$ cat config.mk
export PLATFORM = sky130hd
export DESIGN_NAME = rca_seq
export DESIGN_NICKNAME = d
export VERILOG_FILES = /design/src/rtl/alu_pkg.sv /design/src/rtl/rca_n.sv /design/src/rtl/rca_seq.sv
export SDC_FILE = /design/constraint.sdc
export NUM_CORES = 1
export LEC_CHECK = 0
export CAP_MARGIN = 15
export CORE_MARGIN = 1
export CORE_UTILIZATION = 50
export CTS_BUF_LIST = sky130_fd_sc_hd__clkbuf_16
export DETAILED_ROUTE_END_ITERATION = 7
export MAX_ROUTING_LAYER = met4
export PLACE_DENSITY = 0.88
export SLEW_MARGIN = 20
export SYNTH_ARGS = -nofsm -noshare
export SYNTH_HDL_FRONTEND = slang
export SYNTH_SLANG_ARGS = --single-unit
$ cat constraint.sdc
create_clock -name clk -period 9.6 [get_ports clk]
set_clock_uncertainty 0.05 [all_clocks]
set_input_delay 2.88 -clock clk [delete_from_list [all_inputs] [get_ports clk]]
set_output_delay 2.88 -clock clk [all_outputs]
set_load 0.02 [all_outputs]
$ cat src/rtl/alu_pkg.sv
// alu_pkg: constants shared by the ALU datapath blocks.
//   ALU_WIDTH / ALU_CHUNK : default operand width and per-cycle slice width
//   ST_IDLE / ST_RUN / ST_DONE : sequencer state encoding for rca_seq
package alu_pkg;

    localparam int ALU_WIDTH = 64;
    localparam int ALU_CHUNK = 8;

    localparam logic [1:0] ST_IDLE = 2'd0;
    localparam logic [1:0] ST_RUN  = 2'd1;
    localparam logic [1:0] ST_DONE = 2'd2;

endpackage

$ cat src/rtl/rca_n.sv
// fa_cell: single-bit full adder.
//   a, b, c_in : addend bits and carry in
//   s, c_out   : sum bit and carry out
module fa_cell (
    input  logic a,
    input  logic b,
    input  logic c_in,
    output logic s,
    output logic c_out
);
    assign s     = a ^ b ^ c_in;
    assign c_out = (a & b) | (c_in & (a ^ b));
endmodule

// rca_n: combinational N-bit ripple-carry adder built from fa_cell.
//   a, b   : N-bit addends
//   c_in   : carry into bit 0
//   s      : N-bit sum
//   c_out  : carry out of bit N-1
//   c_msb  : carry into bit N-1 (used by the caller for signed overflow)
module rca_n #(
    parameter int N = 8
) (
    input  logic [N-1:0] a,
    input  logic [N-1:0] b,
    input  logic         c_in,
    output logic [N-1:0] s,
    output logic         c_out,
    output logic         c_msb
);
    logic [N:0] c;

    assign c[0] = c_in;

    for (genvar i = 0; i < N; i++) begin : g_bit
        fa_cell u_fa (
            .a     (a[i]),
            .b     (b[i]),
            .c_in  (c[i]),
            .s     (s[i]),
            .c_out (c[i+1])
        );
    end

    assign c_out = c[N];
    assign c_msb = c[N-1];
endmodule

$ cat src/rtl/rca_seq.sv
// rca_seq: multi-cycle WIDTH-bit adder/subtractor, one CHUNK-bit slice per
// clock through a single reused ripple-carry slice.
//   clk, rst   : clock (rising edge), asynchronous active-high reset
//   start      : request, accepted in IDLE or DONE
//   sub        : 0 = x+y, 1 = x-y (sampled with start)
//   x, y       : operands (sampled with start)
//   busy       : slice computation in progress
//   done       : one-cycle pulse when z/c_out/ovf are complete
//   z          : result
//   c_out      : carry out of the top bit (for sub, 1 = no borrow)
//   ovf        : two's-complement overflow
//
// state   | meaning
// IDLE    | waiting for start, last result held
// RUN     | one slice per cycle, NCHUNK cycles
// DONE    | result complete, done pulse; start here chains the next op
module rca_seq
    import alu_pkg::*;
#(
    parameter int WIDTH = ALU_WIDTH,
    parameter int CHUNK = ALU_CHUNK
) (
    input  logic             clk,
    input  logic             rst,
    input  logic             start,
    input  logic             sub,
    input  logic [WIDTH-1:0] x,
    input  logic [WIDTH-1:0] y,
    output logic             busy,
    output logic             done,
    output logic [WIDTH-1:0] z,
    output logic             c_out,
    output logic             ovf
);
    localparam int NCHUNK = WIDTH / CHUNK;
    localparam int CW     = (NCHUNK > 1) ? $clog2(NCHUNK) : 1;
    localparam logic [CW-1:0] LAST = CW'(NCHUNK - 1);

    logic [1:0]       state;
    logic [CW-1:0]    cnt;
    logic [WIDTH-1:0] a_reg;
    logic [WIDTH-1:0] b_reg;
    logic             carry;

    logic [CHUNK-1:0] slice_sum;
    logic             slice_cout;
    logic             slice_cmsb;
    logic [WIDTH-1:0] z_shift;
    logic [WIDTH-1:0] a_shift;
    logic [WIDTH-1:0] b_shift;

    rca_n #(.N(CHUNK)) u_slice (
        .a     (a_reg[CHUNK-1:0]),
        .b     (b_reg[CHUNK-1:0]),
        .c_in  (carry),
        .s     (slice_sum),
        .c_out (slice_cout),
        .c_msb (slice_cmsb)
    );

    // Results enter z from the top so after NCHUNK slices slice 0 sits at
    // the bottom. The single-slice case has nothing to shift.
    if (NCHUNK == 1) begin : g_single
        assign z_shift = slice_sum;
        assign a_shift = '0;
        assign b_shift = '0;
    end else begin : g_multi
        assign z_shift = {slice_sum, z[WIDTH-1:CHUNK]};
        assign a_shift = {{CHUNK{1'b0}}, a_reg[WIDTH-1:CHUNK]};
        assign b_shift = {{CHUNK{1'b0}}, b_reg[WIDTH-1:CHUNK]};
    end

    always_ff @(posedge clk or posedge rst) begin
        if (rst) begin
            state <= ST_IDLE;
            cnt   <= '0;
            a_reg <= '0;
            b_reg <= '0;
            carry <= 1'b0;
            busy  <= 1'b0;
            done  <= 1'b0;
            z     <= '0;
            c_out <= 1'b0;
            ovf   <= 1'b0;
        end else begin
            case (state)
                ST_IDLE, ST_DONE: begin
                    done <= 1'b0;
                    if (start) begin
                        // Subtract as x + ~y + 1: the +1 rides in as carry-in.
                        a_reg <= x;
                        b_reg <= sub ? ~y : y;
                        carry <= sub;
                        cnt   <= '0;
                        z     <= '0;
                        c_out <= 1'b0;
                        ovf   <= 1'b0;
                        busy  <= 1'b1;
                        state <= ST_RUN;
                    end else begin
                        state <= ST_IDLE;
                    end
                end
                ST_RUN: begin
                    a_reg <= a_shift;
                    b_reg <= b_shift;
                    carry <= slice_cout;
                    z     <= z_shift;
                    if (cnt == LAST) begin
                        c_out <= slice_cout;
                        // Carry into the sign bit differing from carry out of
                        // it is the same as "operand signs equal, sum sign
                        // differs" for the (possibly inverted) b operand.
                        ovf   <= slice_cmsb ^ slice_cout;
                        cnt   <= '0;
                        busy  <= 1'b0;
                        done  <= 1'b1;
                        state <= ST_DONE;
                    end else begin
                        cnt <= cnt + 1'b1;
                    end
                end
                default: begin
                    busy  <= 1'b0;
                    done  <= 1'b0;
                    state <= ST_IDLE;
                end
            endcase
        end
    end
endmodule

==> results.toml, run 1 <==
[run_status]
status = "finished clean"

[synth]
netlist.area_leader.share_pct = 57.91
synth_most_common_cell = "dfrtp_1"
seq_area_frac_synth_pct = 57.91
netlist_area_um2 = 8686
synth_cell_types = 25
netlist_instances = 739
synth-edff-count = 0
yosys_warnings = 0
avgSynthCellArea_um2 = 11.75
syn_nets = 881
synthTopCellsByArea = "dfrtp_1 (58%), a22o_1 (7.8%), a221o_1 (7.1%)"
synth_seq_cells = 201
synth.largest_area_cell = "dfrtp_1"
async_flop_share_pct = 100.0
synth-main-ff-cell = "dfrtp_1"
ys_top_cells_by_count = "dfrtp_1 (201), a22o_1 (77), a221o_1 (62)"

[timing]
setup_violations = 0
finalCritPeriodShare_pct = 59.49
fmax_mhz = 175.1
rsz0062_at_grt = "false"
tightest_slew_ns = 1.107
final-hold-violation-count = 0
maxSlewHeadroom_pct = 26.20
slew_viol_final = 0
setup_tns_ns = 0
period_needed_ns = 5.711

[global_routing]
top_usage_layer = "met2"
grt_pass1_vias = 6461
groute.usage.overall_pct = 25.13
grt_max_degree = 132
grt_use_met3_pct = 3.401
grt_pass1_wl_mm = 34.23
gr-total-overflow = 0
gr-usage-met2_pct = 38.51
gr-usage-met1_pct = 34.11
antenna_found_initial = 2

[cts]
path_clk_slew_ns = 0.06
cts_root_buffer = "clkbuf_16"
clk-insertion-delay-late_ns = 0.48
cts_buffer_depth = 3
cts_setup_buffers = 0
htree_levels = 1
cts.sinks = 201
ctsResizeCount = 0
ctsHoldBuffers = 0
tritoncts = "done"
numCtsBuffers = 21

[worst_hold_path]
min_path_type = "reg2reg"

[layout]
post-route-util_pct = 67.70
final_nets = 1040
num-fill-cells = 1283
area_growth_pct = 30.63
drive_gt1_share_pct = 4.730

[power]
sw_frac_of_total_pct = 37.01
internal_power_mw = 2.368
leakagePower_nw = 5.039
seq_power_share_pct = 39.5
power_frac_clock_pct = 20.3
comb_power_share_pct = 40.2
p_switching_mw = 1.391
vdd_ir_drop_max_uv = 197.8
power.density_nw_per_um2 = 331.3

[drt]
initialDrtViolationCount = 552
wl_per_cell_um = 19.01
vias = 6700
routed_via_density = 5.924
drt_pass1_iterations = 5
drcViolationCount = 0
ant_nets = 0
wl_mm = 21.50

[worst_setup_path]
cp_top_family = "buffers and inverters"
path_max_fanout = 92
path_buf_inv = 3
criticalPathCategory = "in2reg"
crit_top_cell = "buf_4"
arrival_ns = 6.07
path_cells = "clkdlybuf4s50_1, nor2b_4, buf_4, nor2_4, buf_4, a221o_1"
slowest_stage = "nor2_4"
crit_path_start_kind = "primary input"
end_kind = "flip-flop"
slowest_delay_ns = 0.93
required_ns = 9.96

[die]
coreArea_um2 = 16760
die_w_um = 133.8
die_h_um = 133.8
initial_core_util_pct = 51.83
row_count = 47
io_pins = 200
dieArea_um2 = 17900

[placement]
io_buffers = 199
gp_congestion = 0.8102
dpl.hpwl_mm = 14.09

[run]
maxCapViolations = 0
power by group through the flow:
stage,Clock [mW],Combinational (mW),Sequential (mW)
finish,0.763,1.51,1.48
detailed placement,0,1.51,1.49
floorplan,0,0.943,1.53
CTS,0.774,1.52,1.48
global route,0.810,1.65,1.52
global placement,0,1.45,1.47
worst min-delay path, delay by kind of cell, from the launching register on:
| family | cells | cell delay, ns |
|---|---|---|
| flops | 1 | 0.34 |
| simple gates | 2 | 0.12 |
cells by family after synthesis:
family	Yosys count	share of synthesized area, %
xor+xnor	65	6.554
simple gates	176	8.643
buf+inv	87	4.624
fa+ha+maj	10	2.132
compound gates	200	20.14
flops	201	57.91
path summary, 6_finish.rpt:
kind / from / slack [ns] / depth (start not counted) / endpoint
worst max-delay path: start / 3.89 / 6 / b_reg[23]
worst min-delay path: a_reg[14] / 0.45 / 2 / a_reg[14]
worst max register to register: carry / 5.83 / 13 / z[63]
worst min register to register: a_reg[14] / 0.45 / 2 / a_reg[14]
max in group asynchronous: rst / 5.11 / 3 / a_reg[31]
min in group asynchronous: rst / 2.90 / 2 / z[54]
per-stage QoR:
stage | setup slack [ns] | std cells | cell area, µm² | power (mW) | hold slack [ns]
5_1_grt | 3.713 | 1131 | 11350 | 3.987 | 0.4685
6_report | 3.889 | 1131 | 11350 | 3.759 | 0.4480
2_1_floorplan | 1.188 | 739 | 8686 | 2.474 | 0.4165
3_5_place_dp | 3.470 | 1095 | 10700 | 3.002 | 0.4343
3_3_place_gp | 3.573 | 1095 | 10700 | 2.920 | 0.4299
4_1_cts | 3.964 | 1129 | 11340 | 3.776 | 0.4437
area by class of cell:
type	instances	area [µm²]	share of cell area (%)
clock inverter	13	108.9	0.9594
inverter	17	71.32	0.6286
timing repair buffer	206	2046	18.03
multi-input combinational	451	3284	28.95
antenna	2	5.005	0.04411
tap	220	275.3	2.426
clock buffer	21	525.5	4.632
sequential	201	5030	44.33
layer usage:
layer | wire [µm] | vias to the layer above | part of all wire (%)
met5 | 0 | - | 0
met4 | 628 | 0 | 2.9
met3 | 1318 | 44 | 6.1
met2 | 10600 | 286 | 49
met1 | 8957 | 3349 | 42
li1 | - | 3021 | -
placed cells by master (no fill, tap or decap), drive strengths merged, types with 4 or more instances in the layout:
cell type	Yosys	layout
a221o	62	62
nor3	6	6
inv	17	20
nand3	53	53
nor2	60	60
clkinv	0	8
nand2	52	52
o2bb2ai	5	5
xnor2	57	57
clkdlybuf4s50	0	198
buf	49	8
o21ai	4	4
clkbuf	21	21
dfrtp	201	201
a22oi	51	51
fa	8	8
xor2	8	8
a22o	77	77
No activity file was read; power rests on OpenSTA's default activity.
==> run 2: changes to the inputs <==
==> constraint.sdc (replaced) <==
create_clock -name clk -period 5.5 [get_ports clk]
set_clock_uncertainty 0.05 [all_clocks]
set_input_delay 1.65 -clock clk [delete_from_list [all_inputs] [get_ports clk]]
set_output_delay 1.65 -clock clk [all_outputs]
set_load 0.02 [all_outputs]
==> results.toml, run 2 (synthesis results as in run 1) <==
[timing]
setup_violations = 0
rsz0062_at_grt = "false"
period_needed_ns = 3.768
tightest_slew_ns = 1.015
setup_tns_ns = 0
final-hold-violation-count = 0
fmax_mhz = 265.4
finalCritPeriodShare_pct = 68.51
slew_viol_final = 0
maxSlewHeadroom_pct = 32.36

[worst_setup_path]
r2r_setup_slack_ns = 1.73
slowest_delay_ns = 0.44
path_max_fanout = 2
arrival_ns = 4.09
path_cells = "inv_1, fa_1, fa_1, fa_1, fa_1, inv_1, fa_1, inv_1, fa_1, inv_1, fa_1, fa_1, a22o_1"
r2r-end = "z[63]"
criticalPathCategory = "reg2reg"
end_kind = "flip-flop"
critical_path.reg2reg.startpoint = "carry"
required_ns = 5.82
path_buf_inv = 4
crit_path_start_kind = "flip-flop"
cp.depth = 13
slowest_stage = "fa_1"
crit_top_cell = "fa_1"
cp_top_family = "adder cells"
reg2regPathDepth = 13

[run_status]
status = "finished clean"

[global_routing]
grt_pass1_wl_mm = 34.31
antenna_found_initial = 1
gr-total-overflow = 0
grt_pass1_vias = 6575
grt_max_degree = 202
groute.usage.overall_pct = 24.86

[cts]
tritoncts = "done"
path_clk_slew_ns = 0.06
cts.sinks = 201
htree_levels = 1
cts_root_buffer = "clkbuf_16"
cts_setup_buffers = 0
ctsHoldBuffers = 0
clk-insertion-delay-late_ns = 0.49
ctsResizeCount = 0
cts_buffer_depth = 3
numCtsBuffers = 21

[layout]
most-common-layout-cells = "dfrtp_1 (201), clkdlybuf4s50_1 (198), a22o_1 (77), a221o_1 (62), nor2_1 (59)"
drive_gt1_share_pct = 5.137
area_growth_pct = 32.54
final_common_cell = "dfrtp_1"
num-fill-cells = 1244
stdcell_count = 1136
final_nets = 1043

[placement]
dpl.hpwl_mm = 13.60
placedCellCount = 1097
gp_congestion = 0.8142
io_buffers = 199

[die]
coreArea_um2 = 16760
initial_core_util_pct = 51.83
die_h_um = 133.8
dieArea_um2 = 17900
die_w_um = 133.8
row_count = 47
io_pins = 200

[power]
leakagePower_nw = 5.098
power.density_nw_per_um2 = 585.5
vdd_ir_drop_max_uv = 393.3
total_power_mw = 6.740

[drt]
ant_nets = 0
wl_mm = 21.03
initialDrtViolationCount = 404
routed_via_density = 5.876
drcViolationCount = 0
wl_per_cell_um = 18.51
drt_pass1_iterations = 5
vias = 6675

[worst_hold_path]
hp-start = "z[2]"
min_path_type = "reg2reg"
min_to = "z[2]"
hold_depth = 1

[run]
maxCapViolations = 0
## run 2: cell type report
type	instances	area (µm²)	share of cell area, %
clock inverter	16	205.2	1.782
sequential	201	5030	43.69
antenna	1	2.502	0.02174
multi-input combinational	451	3284	28.53
inverter	17	67.56	0.5869
clock buffer	21	525.5	4.565
timing repair buffer	209	2122	18.43
tap	220	275.3	2.391
## run 2: how the worst max path moves through the flow
| stage | endpoint | from |
|---|---|---|
| 3_5_place_dp | z[63] | carry |
| 3_3_place_gp | a_reg[52] | start |
| 4_1_cts | z[63] | carry |
| 5_1_grt | z[63] | carry |
| 2_1_floorplan | a_reg[0] | rst |
| 6_report | z[63] | carry |
## run 2: stage by stage
step | cell area [µm²] | worst slack, ns | util, % | hold slack, ns
final | 11510 | 1.732 | 68.69 | 0.4467
after global routing | 11510 | 1.574 | 68.69 | 0.4585
after CTS | 11480 | 1.725 | 68.51 | 0.4508
after detailed placement | 10750 | 1.741 | 64.15 | 0.4320
after global placement | 10730 | 1.865 | 64.03 | 0.4296
after floorplan | 8690 | 1.198 | - | 0.4165
## run 2: metal layers
metal,track usage (%),up-vias,wire length (µm)
met3,3.968,42,1276
li1,-,3031,-
met5,-,-,0
met2,38.23,259,10220
met1,33.03,3343,8891
met4,10.29,0,643
## run 2: where the power goes
part / internal [mW] / leakage, nW / switching [mW] / total [mW]
Clock: 0.931 / 0.360 / 0.567 / 1.50
Combinational: 1.25 / 2.17 / 1.41 / 2.66
Sequential: 2.12 / 2.57 / 0.455 / 2.58
==> run 3: changes to the inputs <==
--- a/config.mk
+++ b/config.mk
@@ -7,11 +7,11 @@
 export LEC_CHECK = 0
 export CAP_MARGIN = 15
 export CORE_MARGIN = 1
-export CORE_UTILIZATION = 50
+export CORE_UTILIZATION = 45
 export CTS_BUF_LIST = sky130_fd_sc_hd__clkbuf_16
 export DETAILED_ROUTE_END_ITERATION = 7
 export MAX_ROUTING_LAYER = met4
-export PLACE_DENSITY = 0.88
+export PLACE_DENSITY = 0.84
 export SLEW_MARGIN = 20
 export SYNTH_ARGS = -nofsm -noshare
 export SYNTH_HDL_FRONTEND = slang
==> constraint.sdc (replaced) <==
create_clock -name clk -period 3.15 [get_ports clk]
set_clock_uncertainty 0.05 [all_clocks]
set_input_delay 0.945 -clock clk [delete_from_list [all_inputs] [get_ports clk]]
set_output_delay 0.945 -clock clk [all_outputs]
set_load 0.02 [all_outputs]
==> results.toml, run 3 (synthesis results as in run 1) <==
[timing]
fmax_mhz = 285.6
maxSlewHeadroom_pct = 40.65
period_needed_ns = 3.501
hold_ws_ns = 0.4477
setup_ws_ns = -0.3511
rsz0062_at_grt = "true"
tightest_slew_ns = 0.8902
setup_violations = 5
slew_viol_final = 0
final-hold-violation-count = 0
setup_tns_ns = -0.9146
finalCritPeriodShare_pct = 111.1

[drt]
wl_per_cell_um = 17.72
vias = 6647
wl_mm = 21.05
drt_pass1_iterations = 5
ant_nets = 0
initialDrtViolationCount = 391
routed_via_density = 5.595
drcViolationCount = 0

[layout]
num-fill-cells = 1456
final_common_cell = "dfrtp_1"
finalInstanceArea_um2 = 11650
post-route-util_pct = 61.85
area_growth_pct = 34.08
drive_gt1_share_pct = 7.667
most-common-layout-cells = "dfrtp_1 (201), clkdlybuf4s50_1 (198), a22o_1 (77), a221o_1 (62), nor2_1 (58)"
stdcell_count = 1188
final_nets = 1054

[worst_setup_path]
reg2regPathDepth = 13
criticalPathCategory = "reg2reg"
end_kind = "flip-flop"
critical_path.reg2reg.startpoint = "carry"
path_max_fanout = 2
required_ns = 3.48
r2r-end = "z[63]"
r2r_setup_slack_ns = -0.35
crit_path_start_kind = "flip-flop"
arrival_ns = 3.83

[cts]
cts.sinks = 201
tritoncts = "done"
cts_buffer_depth = 3
clk-insertion-delay-late_ns = 0.49
path_clk_slew_ns = 0.06
cts_root_buffer = "clkbuf_16"
htree_levels = 1
ctsHoldBuffers = 0
numCtsBuffers = 22

[global_routing]
grt_pass1_vias = 6512
grt_pass1_wl_mm = 34.49
antenna_found_initial = 2
groute.usage.overall_pct = 22.47
gr-total-overflow = 0
grt_max_degree = 119

[run_status]
status = "finished, violations left"
violations = "negative setup slack"

[power]
total_power_mw = 11.66
power.density_nw_per_um2 = 1001
vdd_ir_drop_max_uv = 531.7
leakagePower_nw = 5.138

[placement]
io_buffers = 199
gp_congestion = 0.8043
dpl.hpwl_mm = 13.90
placedCellCount = 1147
place_ws_ns = -0.3725
place_area_um2 = 10960

[die]
die_w_um = 140.9
die_h_um = 140.9
row_count = 50
initial_core_util_pct = 46.13
dieArea_um2 = 19860
coreArea_um2 = 18830
io_pins = 200

[worst_hold_path]
hold_depth = 1
min_path_type = "reg2reg"
min_to = "z[1]"
hp-start = "z[1]"

[run]
maxCapViolations = 0
## run 3: cell count changes in the layout (fill, tap and decap cells not counted), moves of 4 or more
cell | before | now
fa_1 | 8 | 0
fa_2 | 0 | 8
buf_4 | 7 | 13
buf_12 | 3 | 8
inv_2 | 0 | 5
bufinv_16 | 5 | 1
inv_1 | 19 | 15
## run 3: worst max path at each step
| stage | startpoint | endpoint | slack (ns) | cells after the start |
|---|---|---|---|---|
| floorplan | rst | a_reg[0] | -0.45 | 1 |
| global placement | carry | z[63] | -0.30 | 13 |
| detailed placement | carry | z[63] | -0.37 | 13 |
| CTS | carry | z[63] | -0.37 | 13 |
| global route | carry | z[63] | -0.47 | 13 |
| finish | carry | z[63] | -0.35 | 13 |
## run 3: final cells by class
type | instances | area (µm²) | area share (%)
Timing Repair Buffer | 219 | 2240 | 19.23
Sequential cell | 201 | 5030 | 43.19
Antenna cell | 2 | 5.005 | 0.04297
Clock buffer | 23 | 575.6 | 4.942
Inverter | 17 | 67.56 | 0.5801
Multi-Input combinational cell | 451 | 3311 | 28.43
Clock inverter | 15 | 92.59 | 0.7950
Tap cell | 260 | 325.3 | 2.793
## run 3: per-layer routing
layer  up-vias  routed length [µm]  GRT usage [%]
li1       3048                   -              -
met1      3304                8783          29.30
met2       257               10330          35.61
met3        38                1418          4.925
met4         0                 521          6.007
met5         -                   0              -
## run 3: timing repair
action                                 CTS  global route
setup buffers                            0             1
setup endpoints to repair                5             5
endpoints found under the hold margin    0             0
pin swaps                                3             2
resized for setup                        3             1
## run 3: where the power goes
part           switching [mW]  leakage [nW]  internal [mW]
logic                    2.51          2.23           2.27
clock network           0.983         0.346           1.39
registers               0.789          2.57           3.71
total                    4.28          5.14           7.38
## run 3: worst max-delay path, stage by stage (launching register included)
cell     delay, ns
dfrtp_1       0.37
inv_2         0.05
fa_2          0.38
fa_2          0.36
fa_2          0.35
fa_2          0.34
inv_2         0.06
fa_2          0.18
inv_2         0.04
fa_2          0.32
inv_2         0.06
fa_2          0.20
fa_2          0.43
a22o_1        0.21
